## config.mk

```make
export PLATFORM = sky130hd
export DESIGN_NAME = pipeline_stage_ctrl
export DESIGN_NICKNAME = d
export VERILOG_FILES = /design/src/rtl/my_types_pkg.sv /design/src/rtl/pipeline_stage_ctrl.sv
export SDC_FILE = /design/constraint.sdc
export NUM_CORES = 1
export LEC_CHECK = 0
export CAP_MARGIN = 20
export CORE_MARGIN = 2
export CORE_UTILIZATION = 43
export CTS_CLUSTER_SIZE = 40
export DETAILED_ROUTE_END_ITERATION = 8
export GPL_TIMING_DRIVEN = 0
export PLACE_DENSITY = 0.83
export SYNTH_ARGS = -nofsm -noshare
export SYNTH_HDL_FRONTEND = slang
export SYNTH_SLANG_ARGS = --single-unit
export TNS_END_PERCENT = 10
```

## constraint.sdc

```tcl
create_clock -name CLK -period 2.3 [get_ports CLK]
set_clock_uncertainty 0.15 [all_clocks]
set_input_delay 0.69 -clock CLK [delete_from_list [all_inputs] [get_ports CLK]]
set_output_delay 0.69 -clock CLK [all_outputs]
set_load 0.02 [all_outputs]
```

## src/rtl/my_types_pkg.sv

```systemverilog
// Shared datapath types: word type and pipeline sequencer state encoding.
`timescale 1ns/1ps
package my_types_pkg;

  typedef logic [31:0] word_t;

  typedef enum logic [1:0] {
    RUN   = 2'd0,
    DWAIT = 2'd1,
    DDONE = 2'd2,
    HALT  = 2'd3
  } pipe_state_t;

endpackage

```

## src/rtl/pipeline_stage_ctrl.sv

```systemverilog
// Central pipeline sequencer: drives update/flush of the four pipeline latches
// and the PC enable from cache hits and hazards, buffers a data-cache result
// that arrives while fetch is still stalled, and latches halt.
// Optional: define PIPE_PERF_EN to add the stall_cycles counter output.
`timescale 1ns/1ps
module pipeline_stage_ctrl
  import my_types_pkg::*;
#(
  parameter int unsigned WORD_W = $bits(word_t)
) (
  input  logic              CLK,
  input  logic              nRST,
  input  logic              ihit,
  input  logic              dmem_req,
  input  logic              dhit,
  input  logic [WORD_W-1:0] dload_in,
  input  logic              load_use,
  input  logic              branch_taken,
  input  logic              halt_mem,
  output logic              fd_update,
  output logic              de_update,
  output logic              em_update,
  output logic              mw_update,
  output logic              fd_flush,
  output logic              de_flush,
  output logic              em_flush,
  output logic              mw_flush,
  output logic              pc_en,
  output logic              dmem_mask,
  output logic [WORD_W-1:0] dload_out,
`ifdef PIPE_PERF_EN
  output logic [31:0]       stall_cycles,
`endif
  output logic              halt
);

  pipe_state_t       state_q, state_d;
  logic [WORD_W-1:0] hold_q, hold_d;
  logic              mem_ok;
  logic              adv;

`ifdef PIPE_PERF_EN
  logic [31:0] stall_q, stall_d;
  assign stall_cycles = stall_q;
`endif

  // State, read-data hold register and (optional) stall counter.
  always_ff @(posedge CLK or negedge nRST) begin
    if (!nRST) begin
      state_q <= RUN;
      hold_q  <= '0;
`ifdef PIPE_PERF_EN
      stall_q <= '0;
`endif
    end else begin
      state_q <= state_d;
      hold_q  <= hold_d;
`ifdef PIPE_PERF_EN
      stall_q <= stall_d;
`endif
    end
  end

  // Advance/stall decision, latch controls and next-state selection.
  always_comb begin
    state_d   = state_q;
    hold_d    = hold_q;
    mem_ok    = 1'b0;
    adv       = 1'b0;
    fd_update = 1'b0;
    de_update = 1'b0;
    em_update = 1'b0;
    mw_update = 1'b0;
    fd_flush  = 1'b0;
    de_flush  = 1'b0;
    em_flush  = 1'b0;
    mw_flush  = 1'b0;
    pc_en     = 1'b0;

    case (state_q)
      RUN, DWAIT: mem_ok = !dmem_req || dhit;
      DDONE:      mem_ok = 1'b1;
      default:    mem_ok = 1'b0;
    endcase
    adv = ihit && mem_ok && (state_q != HALT);

    if (state_q != HALT) begin
      if (adv) begin
        pc_en     = 1'b1;
        fd_update = 1'b1;
        de_update = 1'b1;
        em_update = 1'b1;
        mw_update = 1'b1;
        if (branch_taken) begin
          fd_flush = 1'b1;
          de_flush = 1'b1;
          em_flush = 1'b1;
        end else if (load_use) begin
          // Hold PC and fetch/decode; decode/execute takes a bubble.
          pc_en     = 1'b0;
          fd_update = 1'b0;
          de_flush  = 1'b1;
        end
      end else if (state_q != DDONE && dhit && !ihit) begin
        // Data result is being buffered: leave the mw latch untouched.
        mw_update = 1'b0;
        mw_flush  = 1'b0;
      end else begin
        mw_update = 1'b1;
        mw_flush  = 1'b1;
      end

      if (halt_mem && adv) begin
        state_d = HALT;
      end else begin
        case (state_q)
          RUN, DWAIT: begin
            if (dhit && !ihit) begin
              state_d = DDONE;
              hold_d  = dload_in;
            end else if (dhit) begin
              state_d = RUN;
            end else if (state_q == DWAIT || dmem_req) begin
              state_d = DWAIT;
            end else begin
              state_d = RUN;
            end
          end
          DDONE:   state_d = ihit ? RUN : DDONE;
          default: state_d = state_q;
        endcase
      end
    end

    dmem_mask = (state_q == DDONE) || (state_q == HALT);
    dload_out = (state_q == DDONE) ? hold_q : dload_in;
    halt      = (state_q == HALT);
  end

`ifdef PIPE_PERF_EN
  // Stall cycle count, frozen once halted.
  always_comb begin
    stall_d = stall_q;
    if (state_q != HALT && !adv) stall_d = stall_q + 32'd1;
  end
`endif

endmodule

```

== After elaboration in Yosys (flattened, before gate mapping) ==
Index checks and enable logic that the tools add are counted.
Operators by class
  reduce and logical (&&, ||, !) cells: 16
  muxes and demuxes: 26
  bitwise operators: 1
  eq/ne operators: 5
Operators by type and width (number)
  32-bit two-way mux: 1
  1-bit two-way mux: 20
  1-bit logical AND: 6
  2-bit two-way mux: 3
  2-bit == test, second input constant: 2
  2-bit inequality test, second input constant: 2
  2-bit case mux with 2 select lines: 1
  4-bit AND reduction: 1
  1-bit logical OR: 3
  3-bit nonzero test: 1
  2-bit by 1-bit == test with 1-bit output, second input constant: 1
  1-bit zero test: 2
  2-bit zero test: 1
  1-bit case mux with 2 select lines: 1
  2-bit AND reduction: 1
  2-bit OR reduction: 1
  1-bit inverter: 1
Word-level totals
  register bits: 34

== Longest topological paths before layout ==
Gate-level depths: netlist of the first run.
  depth in word-level cells: 8
  depth in mapped cells: 4
  gate-level depth less buffers: 3

== Worst setup path after synthesis of the first run ==
OpenSTA, ideal clock, no wires.
  path type: input-to-output
  from: in dmem_req
  to: out pc_en
  stages: 4
  slack: -0.473 ns
  data arrival time: 1.933 ns
  required time: 1.460 ns
  path buffers: 1
  path through: nand2b_1 > o211a_1 > a21boi_0 > buf_4
On the way
  longest elaborated chain between the ends: 7
Ends and longest elaborated chain
  from (decl): line pipeline_stage_ctrl.sv:14  | input logic dmem_req,
  1-bit zero test: line pipeline_stage_ctrl.sv:81  | RUN, DWAIT: mem_ok = !dmem_req || dhit;
  1-bit logical OR: line pipeline_stage_ctrl.sv:81
  1-bit case mux with 2 select lines: line pipeline_stage_ctrl.sv:80  | case (state_q)
  1-bit logical AND (2 in series): line pipeline_stage_ctrl.sv:85  | adv = ihit && mem_ok && (state_q != HALT);
  1-bit two-way mux (2 in series)
  to (decl): line pipeline_stage_ctrl.sv:28  | output logic pc_en,
Every way passes these cells.

== Worst setup path in the final report of the first run ==
  from: in dload_in[5]
  to: out dload_out[5]
On the way
  longest elaborated chain between the ends: 1
Ends and longest elaborated chain
  from (decl): line pipeline_stage_ctrl.sv:16  | input logic [WORD_W-1:0] dload_in,
  32-bit two-way mux: line pipeline_stage_ctrl.sv:136  | dload_out = (state_q == DDONE) ? hold_q : dload_in;
  to (decl): line pipeline_stage_ctrl.sv:30  | output logic [WORD_W-1:0] dload_out,
Every way passes these cells.

==> results of run 1 <==
path summary, 6_finish.rpt:
path | slack [ps] | to | depth (start not counted)
worst max-delay path | -130 | dload_out[5] | 3
worst min-delay path | 320 | hold_q[1] | 1
worst max register to register | 590 | hold_q[9] | 6
worst min register to register | 360 | hold_q[19] | 1
max in group asynchronous | 1190 | hold_q[23] | 1
min in group CLK | 360 | hold_q[19] | 1
power by group through the flow:
stage               combinational, mW  sequential [mW]  clock, mW
finish                           1.08            0.965      0.430
global route                     1.14            0.993      0.471
CTS                              1.07            0.964      0.444
detailed placement               1.13            0.972          0
global placement                 1.11            0.953          0
floorplan                       0.761            0.925          0
worst max-delay path: stages:
cell             delay, ps
clkdlybuf4s50_1        430
mux2_1                 300
buf_2                  170
state kept, by name, indices dropped and copies added (netlist names):
name and count:
state_q 2, hold_q 32
logic make-up after synthesis:
kind of cell           Yosys count  share of synthesized area
muxes                           64                     0.4231
DFF                             34                     0.4359
buffers and inverters           14                    0.07564
and+or+nand+nor                 11                    0.04167
AOI/OAI and AO/OA                6                    0.02372
cells in the final DEF, fill, tap and decap left out, types with 3 or more instances in the layout:
master	Yosys	final
dlygate4sd2_1	0	3
buf_12	3	4
clkdlybuf4s50_1	0	33
mux2_4	28	30
buf_2	0	33
mux2_2	31	29
inv_1	3	3
buf_6	4	11
clkbuf_8	0	6
dfrtp_1	34	34
buf_4	3	9
mux2_1	5	5
through the flow:
stage | cell area [um2] | worst slack [ps] | util
finish | 2848 | -131.8 | 0.6540
detailed placement | 2849 | -1119 | 0.6543
global route | 2848 | -197.7 | 0.6540
global placement | 2854 | -1068 | 0.6555
CTS | 2809 | -139.1 | 0.6451
floorplan | 1968 | -96.18 | -
final cells by class:
cell class | count | area share
clock buffers | 6 | 0.02900
multi-input cells | 81 | 0.3502
repair buffers | 86 | 0.2390
flip-flops and latches | 34 | 0.2988
plain buffers | 11 | 0.05624
inverters | 3 | 0.003954
well taps | 52 | 0.02285
per-layer routing:
metal | global-route usage | part of all wire | vias up | routed length, um
li1 | - | - | 639 | -
met1 | 0.2266 | 0.42 | 695 | 1930
met4 | 0.06289 | 0.013 | 0 | 61
met3 | 0.05767 | 0.062 | 6 | 288
met2 | 0.3138 | 0.51 | 55 | 2339
met5 | 0 | 0 | - | 0
timing repair:
| action | in CTS | in global routing |
|---|---|---|
| setup buffers | 4 | 0 |
| pin swaps | 3 | 1 |
| setup endpoints to repair | 43 | 40 |
| gates resized for setup | 200 | 12 |
==> reports/qor.csv, run 1 <==
metric,value,unit
grt-ovfl-total,0,
dpl.hpwl,3.357,mm
diodes,0,
syn_area,1952,um2
setup_viol,37,
fillCellCount,326,
combPwrFrac,0.437,
synth-edff-count,0,
vdd_drop_max,360.2,uV
grt_pass1_vias,1453,
ant_nets,0,
grt_max_degree,35,
tns,-3498,ps
synth_common_cells,"dfrtp_1 (34), mux2_2 (31), mux2_4 (28), mux2_1 (5), buf_6 (4)",
syn-num-nets,169,
synth_top_area_cell,dfrtp_1,
yosys-top-cells-area,"dfrtp_1 (44%), mux2_4 (22%), mux2_2 (18%), buf_12 (3.1%), mux2_1 (2.9%)",
dr.pass1.iters,4,
ys_ff_latch,34,
yosysTopAreaCellShare,0.4359,
regArea,850.8,um2
ys_types,23,
core_area,4354,um2
violations,negative setup slack,
critPathLaunchType,input port,
power_leakage,1.319,nW
power.switching,764.0,uW
worstMarginPinSlew,749.6,ps
design.die.area,5094,um2
clockBufferDepth,2,
required,1460,ps
crit_arrival,1590,ps
drt_iter0_markers,18,
cts_buffers,5,
min_period,2432,ps
hold_violations,0,
p_clk_frac,0.174,
drv_slew,0,
fin_cells,273,
max_freq,411.2,MHz
root_buffer,clkbuf_8,
status,"finished, violations left",
switching_share,0.3082,
initial_utilization,0.4483,
power.density,870.4,nW/um2
fin_crit_sh,1.057,
avgSynthCellArea,15.13,um2
finalWorstSetupSlack,-131.8,ps
end_kind,primary output,
crit_fanout,2,
async_reset_ff_frac,1.000,
syn_inst,129,
grt_antenna_before_repair,0,
multi_input_comb_area,997.2,um2
cts_tree,done,
hp-class,in -> async,
rr_startpoint,state_q[1],
finalPower,2.479,mW
grt_usage,0.1861,
place_congestion,0.8304,
viasPerCell,5.110,
syn_to_final_growth,45.90,%
clk_pin_slew,70,ps
relSlewSlack,0.5002,
p_int,1.715,mW
cp-startpoint,dload_in[5],
drc,0,
drive_gt1_frac,0.5973,
cts_sinks,34,
yosysSeqAreaShare,0.4359,
synth_most_common_cell,dfrtp_1,
routedWlPerCell,16.92,um
fin_hold_ws,321.4,ps
io_pins,83,
rsz0062_at_grt,yes,
h-tree-depth,2,
hold_buffers,0,
synth_warnings,0,
grt_first_pass_wirelength,7.293,mm
drt_wl_total,4.619,mm
via_count,1395,
crit_type,in -> out,
ys_dominant_reg_cell,dfrtp_1,
die_x,71.38,um
dp.cells,263,
die_h,71.38,um
cap_violations,0,
p_seq_frac,0.389,
insertion_delay,280,ps
port_buffers,82,
rows,24,
final_nets,262,
Note: power is estimated with default switching activity, not from simulation.
==> run 2, diff against run 1 <==
--- a/config.mk
+++ b/config.mk
@@ -6,11 +6,11 @@
 export NUM_CORES = 1
 export LEC_CHECK = 0
 export CAP_MARGIN = 20
-export CORE_MARGIN = 2
 export CORE_UTILIZATION = 43
 export CTS_CLUSTER_SIZE = 40
 export DETAILED_ROUTE_END_ITERATION = 8
 export GPL_TIMING_DRIVEN = 0
+export HOLD_SLACK_MARGIN = 0.06
 export PLACE_DENSITY = 0.83
 export SYNTH_ARGS = -nofsm -noshare
 export SYNTH_HDL_FRONTEND = slang
==> reports/qor.csv, run 2 (synthesis results as in run 1) <==
metric,value,unit
power_leakage,1.551,nW
port_buffers,82,
cts_buffers,5,
initial_utilization,0.4483,
h-tree-depth,2,
hold_buffers,0,
violations,negative setup slack,
drive_gt1_frac,0.6300,
r2r-end,hold_q[22],
tns,-4032,ps
clk_pin_slew,70,ps
reg2reg_depth,6,
largest-register,hold_q,
drt_wl_total,5.021,mm
hp-class,in -> async,
die_h,69.38,um
crit_type,reg -> out,
grt_max_degree,35,
fin_crit_sh,1.056,
routedWlPerCell,18.00,um
cts_sinks,34,
r2r_setup_slack,570,ps
multi_input_comb_area,1114,um2
diodes,0,
final_nets,266,
rows,24,
via_count,1410,
fin_hold_ws,321.9,ps
vdd_drop_max,521.9,uV
drc,0,
die_x,69.38,um
status,"finished, violations left",
viasPerCell,5.054,
regArea,850.8,um2
place_ws,-1121,ps
rr_startpoint,state_q[1],
place_congestion,0.7489,
worstMarginPinSlew,743.0,ps
cts_tree,done,
grt_usage,0.1996,
syn_to_final_growth,67.12,%
dr.pass1.iters,3,
reg_top3,"hold_q x32, state_q x2",
finalInstanceArea,3262,um2
required,1460,ps
placed_area,2849,um2
design.die.area,4813,um2
io_pins,83,
hold_violations,0,
power.density,873.6,nW/um2
grt_pass1_vias,1551,
layout_commonest_cell,mux2_4,
crit_arrival,1590,ps
setup_viol,38,
drt_iter0_markers,45,
min_period,2429,ps
rsz0062_at_grt,yes,
ant_nets,0,
insertion_delay,280,ps
grt_antenna_before_repair,0,
grt_first_pass_wirelength,7.610,mm
crit_fanout,8,
relSlewSlack,0.5047,
end_kind,primary output,
core_area,4354,um2
max_freq,411.7,MHz
critPathLaunchType,register,
largest_register_ff_count,32,
clockBufferDepth,2,
fillCellCount,267,
dpl.hpwl,3.323,mm
cap_violations,0,
drv_slew,0,
root_buffer,clkbuf_8,
finalWorstSetupSlack,-129.1,ps
grt-ovfl-total,0,
final_cell_mix,"mux2_4 (59), buf_6 (40), dfrtp_1 (34)",
[run 2: how the worst max path moves through the flow]
stage | start | to | slack, ps | depth (start not counted)
after floorplan | dmem_req | fd_flush | -100 | 4
after detailed placement | ihit | pc_en | -1120 | 5
after global placement | ihit | pc_en | -1060 | 5
after global routing | state_q[0] | dload_out[5] | -200 | 5
after CTS | state_q[1] | dload_out[13] | -130 | 5
final | state_q[0] | dload_out[24] | -130 | 5
[run 2: cell type report]
cell class,count,share of cell area
Multi-Input combinational cell,81,0.3414
Tap cell,52,0.01995
Inverter,3,0.003452
Buffer,11,0.05025
Timing Repair Buffer,90,0.2904
Clock buffer,8,0.03376
Sequential cell,34,0.2608
[run 2: repair_timing]
action / in CTS / in global routing
setup endpoints to repair: 43 / 41
gates resized for setup: 197 / 101
gates cloned: 0 / 3
setup buffers: 4 / 1
pin swaps: 3 / 2
[run 2: routing by layer]
| metal | global-route usage | part of all wire | up-vias |
|---|---|---|---|
| met4 | 0.06122 | 0.0096 | 0 |
| met3 | 0.04942 | 0.051 | 6 |
| met2 | 0.3484 | 0.53 | 56 |
| met1 | 0.2417 | 0.41 | 702 |
| li1 | - | - | 646 |
| met5 | 0 | 0 | - |
[run 2: worst max-delay path: stages (launching register included)]
cell	delay, ps
dfrtp_1	410
nor2b_4	150
buf_12	150
clkbuf_16	150
mux2_4	300
buf_6	130
[run 2: through the flow]
| stage | util | std cells | power (mW) |
|---|---|---|---|
| floorplan | - | 129 | 1.686 |
| global route | 0.7491 | 279 | 2.992 |
| finish | 0.7491 | 279 | 2.849 |
| CTS | 0.6523 | 275 | 2.548 |
| global placement | 0.6555 | 263 | 2.059 |
| detailed placement | 0.6543 | 263 | 2.107 |
[run 2: power breakdown]
part | total, mW | internal (mW) | leakage (nW) | switching [mW]
Combinational | 1.36 | 0.865 | 1.09 | 0.493
Clock | 0.505 | 0.302 | 0.0575 | 0.203
Sequential | 0.987 | 0.836 | 0.403 | 0.151
==> run 3, diff against run 2 <==
--- a/config.mk
+++ b/config.mk
@@ -6,6 +6,7 @@
 export NUM_CORES = 1
 export LEC_CHECK = 0
 export CAP_MARGIN = 20
+export CORE_ASPECT_RATIO = 1.25
 export CORE_UTILIZATION = 43
 export CTS_CLUSTER_SIZE = 40
 export DETAILED_ROUTE_END_ITERATION = 8
==> reports/qor.csv, run 3 (synthesis results as in run 1) <==
metric,value,unit
place_congestion,0.7396,
hold_buffers,0,
diodes,0,
cap_violations,0,
grt_usage,0.1814,
tns,-4509,ps
power.switching,808.0,uW
p_int,1.869,mW
grt-ovfl-total,0,
layout_commonest_cell,mux2_4,
min_period,2445,ps
vdd_drop_max,521.6,uV
crit_arrival,1600,ps
max_freq,409.0,MHz
reg_top3,"hold_q x32, state_q x2",
required,1460,ps
syn_to_final_growth,60.71,%
largest-register,hold_q,
critical-path-top-delay-family,buffers and inverters,
p_clk_frac,0.170,
crit_type,reg -> out,
path_cells,nor2b_4 > buf_12 > buf_8 > mux2_2 > buf_2,
clockBufferDepth,2,
grt_pass1_vias,1449,
port_buffers,82,
hp-class,in -> async,
slowest_delay,410,ps
slowest_stage,dfrtp_1,
drt_iter0_markers,37,
drc,0,
status,"finished, violations left",
final_cell_mix,"mux2_4 (41), dfrtp_1 (33), clkdlybuf4s50_1 (33)",
rows,27,
fin_crit_sh,1.063,
rsz0062_at_grt,yes,
dpl.hpwl,2.867,mm
end_kind,primary output,
power.density,853.5,nW/um2
finalWorstSetupSlack,-144.8,ps
drive_gt1_frac,0.6256,
final_nets,266,
switching_share,0.3018,
via_count,1385,
die_h,77.33,um
dr.pass1.iters,4,
critPathLaunchType,register,
h-tree-depth,2,
root_buffer,clkbuf_8,
viasPerCell,4.860,
io_pins,83,
grt_first_pass_wirelength,6.734,mm
grt_max_degree,35,
p_seq_frac,0.361,
cts_buffers,5,
drt_wl_total,4.437,mm
drv_slew,0,
combPwrFrac,0.469,
setup_viol,40,
core_area,4392,um2
relSlewSlack,0.4955,
initial_utilization,0.4444,
crit_fanout,8,
cts_tree,done,
violations,negative setup slack,
die_x,62.26,um
postLayoutCoreUtil,0.7142,
insertion_delay,280,ps
ant_nets,0,
routedWlPerCell,15.57,um
hold_violations,0,
design.die.area,4814,um2
worstMarginPinSlew,756.7,ps
clk_pin_slew,70,ps
path_buf_inv,3,
grt_antenna_before_repair,0,
cts_sinks,34,
largest_register_ff_count,32,
power_leakage,1.449,nW
## run 3: changes by cell type in the layout (fill, tap and decap cells not counted), sizes merged
cell           delta
clkdlybuf4s50     +1
clkdlybuf4s15     +1
buf               -1
dlymetal6s2s      -1
clkbuf            -1
clkinv            +1
## run 3: power by group through the flow
stage	registers (mW)	logic, mW	clock network (mW)
floorplan	0.925	0.761	0
global placement	0.953	1.11	0
detailed placement	0.962	1.13	0
CTS	0.956	1.05	0.465
global route	0.999	1.33	0.493
finish	0.966	1.26	0.454
## run 3: area by class of cell
class                           count  area [um2]
Buffer                             11       163.9
Multi-Input combinational cell     81        1051
Inverter                            3       11.26
Clock buffer                        7       86.33
Fill cell                         300        1255
Sequential cell                    34       852.1
Timing Repair Buffer               90       894.6
Tap cell                           58       72.57
Clock inverter                      1       5.005
## run 3: through the flow
step	area (um2)	setup slack [ps]	hold WS (ps)	cells	power, mW
after floorplan	1968	-96.18	244.4	129	1.686
after global placement	2861	-1115	335.6	269	2.064
after detailed placement	2856	-1126	337.7	269	2.087
after CTS	2841	-163.9	345.6	280	2.474
after global routing	3137	-185.6	371.1	285	2.820
final	3137	-144.8	315.8	285	2.677
## run 3: worst reg2reg max path, cell delays in order, from the launching register on
cell and delay [ps]:
dfrtp_2 420, buf_6 130, nand2b_4 160, nor2_8 100, buf_4 180, buf_12 160, mux2_4 300
## run 3: metal layers
layer	share of wire	global-route usage
met5	0	0
met4	0.013	0.09767
met3	0.053	0.04464
met2	0.52	0.3000
met1	0.41	0.2155
## run 3: what timing repair did
action	in CTS	in global routing
cloned	0	3
pin swaps	3	2
setup endpoints to repair	43	41
buffers inserted	3	2
gates resized for setup	199	64
## run 3: final timing paths
| check | startpoint | end | slack [ps] | cells past startpoint |
|---|---|---|---|---|
| worst max-delay path | state_q[0] | dload_out[6] | -140 | 5 |
| worst min-delay path | nRST | hold_q[23] | 320 | 1 |
| worst max register to register | state_q[1] | hold_q[8] | 570 | 6 |
| worst min register to register | hold_q[9] | hold_q[9] | 350 | 1 |
| max in group asynchronous | nRST | state_q[1] | 1150 | 1 |
| min in group CLK | hold_q[9] | hold_q[9] | 350 | 1 |
==> variant, RTL diff (config.mk and constraints of run 2) <==
Add a define of `PIPE_PERF_EN`.
--- a/src/rtl/pipeline_stage_ctrl.sv
+++ b/src/rtl/pipeline_stage_ctrl.sv
@@ -4,4 +4,6 @@
 // Optional: define PIPE_PERF_EN to add the stall_cycles counter output.
 `timescale 1ns/1ps
+`define PIPE_PERF_EN
+
 module pipeline_stage_ctrl
   import my_types_pkg::*;
Behaviour (old outputs only; new: stall_cycles): unchanged (Yosys induction, for registers that start in step).
==> variant against run 2 <==
Total power is 50% higher; cell count is 84% higher; non-clock buffer count increased by 40; area after synthesis grew 76%; the flow still finishes with violations (negative setup slack); largest power group is now registers; wire length up 65%; sequential cell count grew 32; setup slack worse by 0.14 ns; design area up 62%.
==> variant: results (changes against run 2) <==
synthMuxAreaShare_pct: 21.30  # was 42.31%
synthDistinctLibCells: 42  # was 23
setup_ws_ns: -0.2663  # was -0.1291 ns
synth-xor-area-share_pct: 7.900  # was 0%
setup_violations: 40  # was 38
synth_compound_area_share_pct: 2.876  # was 2.372%
cp.arrival_ns: 1.73  # was 1.59 ns
seq_power_uw: 1690  # was 987 µW
grt_pass1_vias: 2835  # was 1551
yosysSeqAreaShare_pct: 48.05  # was 43.59%
syn_nets: 311  # was 169
r2r_cells: 5  # was 6
whs_ns: 0.3068  # was 0.3219 ns
gp_congestion: 0.7486  # was 0.7489
gr-usage-met1_pct: 26.23  # was 24.17%
path_class: "in2out"  # was reg2out
clk_latency_ns: 0.33  # was 0.28 ns
violations: "negative setup slack"  # unchanged
status: "finished with violations"  # unchanged
clk_share_pct: 3.883  # was 3.376%
path_delay_family: "simple AND/OR/NAND/NOR gates"  # was buffers and inverters
inverters_excl_clock: 5  # was 3
cp-endpoint: "de_flush"  # was dload_out[24]
synthesis.area_um2: 3437  # was 1952 µm²
viasPerCell: 5.101  # was 5.054
route.met3.wl_um: 403  # was 258 µm
peakVddDrop_v: 0.0002919  # was 0.0005219 V
grt_usage_pct: 20.86  # was 19.96%
multi_input_gates: 184  # was 81
final.setup.tns_ns: -7.706  # was -4.032 ns
[variant: cell count changes after synthesis, moves of 8 or more]
| cell | delta |
|---|---|
| nand4_1 | +9 |
| xor2_1 | +24 |
| nand3_1 | +8 |
| dfrtp_1 | +32 |
| mux2_4 | -28 |
| mux2_2 | +32 |
| nand2_1 | +9 |
[variant: timing repair]
action | CTS | global route
endpoints found under the hold margin | 0 | 0
hold buffers | 0 | 0
resized for setup | 269 | 23
endpoints found under the setup margin | 48 | 47
gates cloned | 3 | 0
setup buffers | 10 | 1
pin swaps | 3 | 1
[variant: kinds of logic after synthesis]
kind of cell,after synthesis
compound gates,12
simple gates,75
flops,66
xor+xnor,31
fa+ha+maj,1
buf+inv,20
mux,65
[variant: stage by stage]
step | util (%) | setup WS [ns] | power, µW
after global routing | 68.39 | -0.3064 | 4493
after CTS | 67.65 | -0.2860 | 4257
after detailed placement | 61.48 | -1.109 | 3064
after floorplan | - | -0.02815 | 2488
after global placement | 61.51 | -1.812 | 3009
final | 68.39 | -0.2663 | 4268
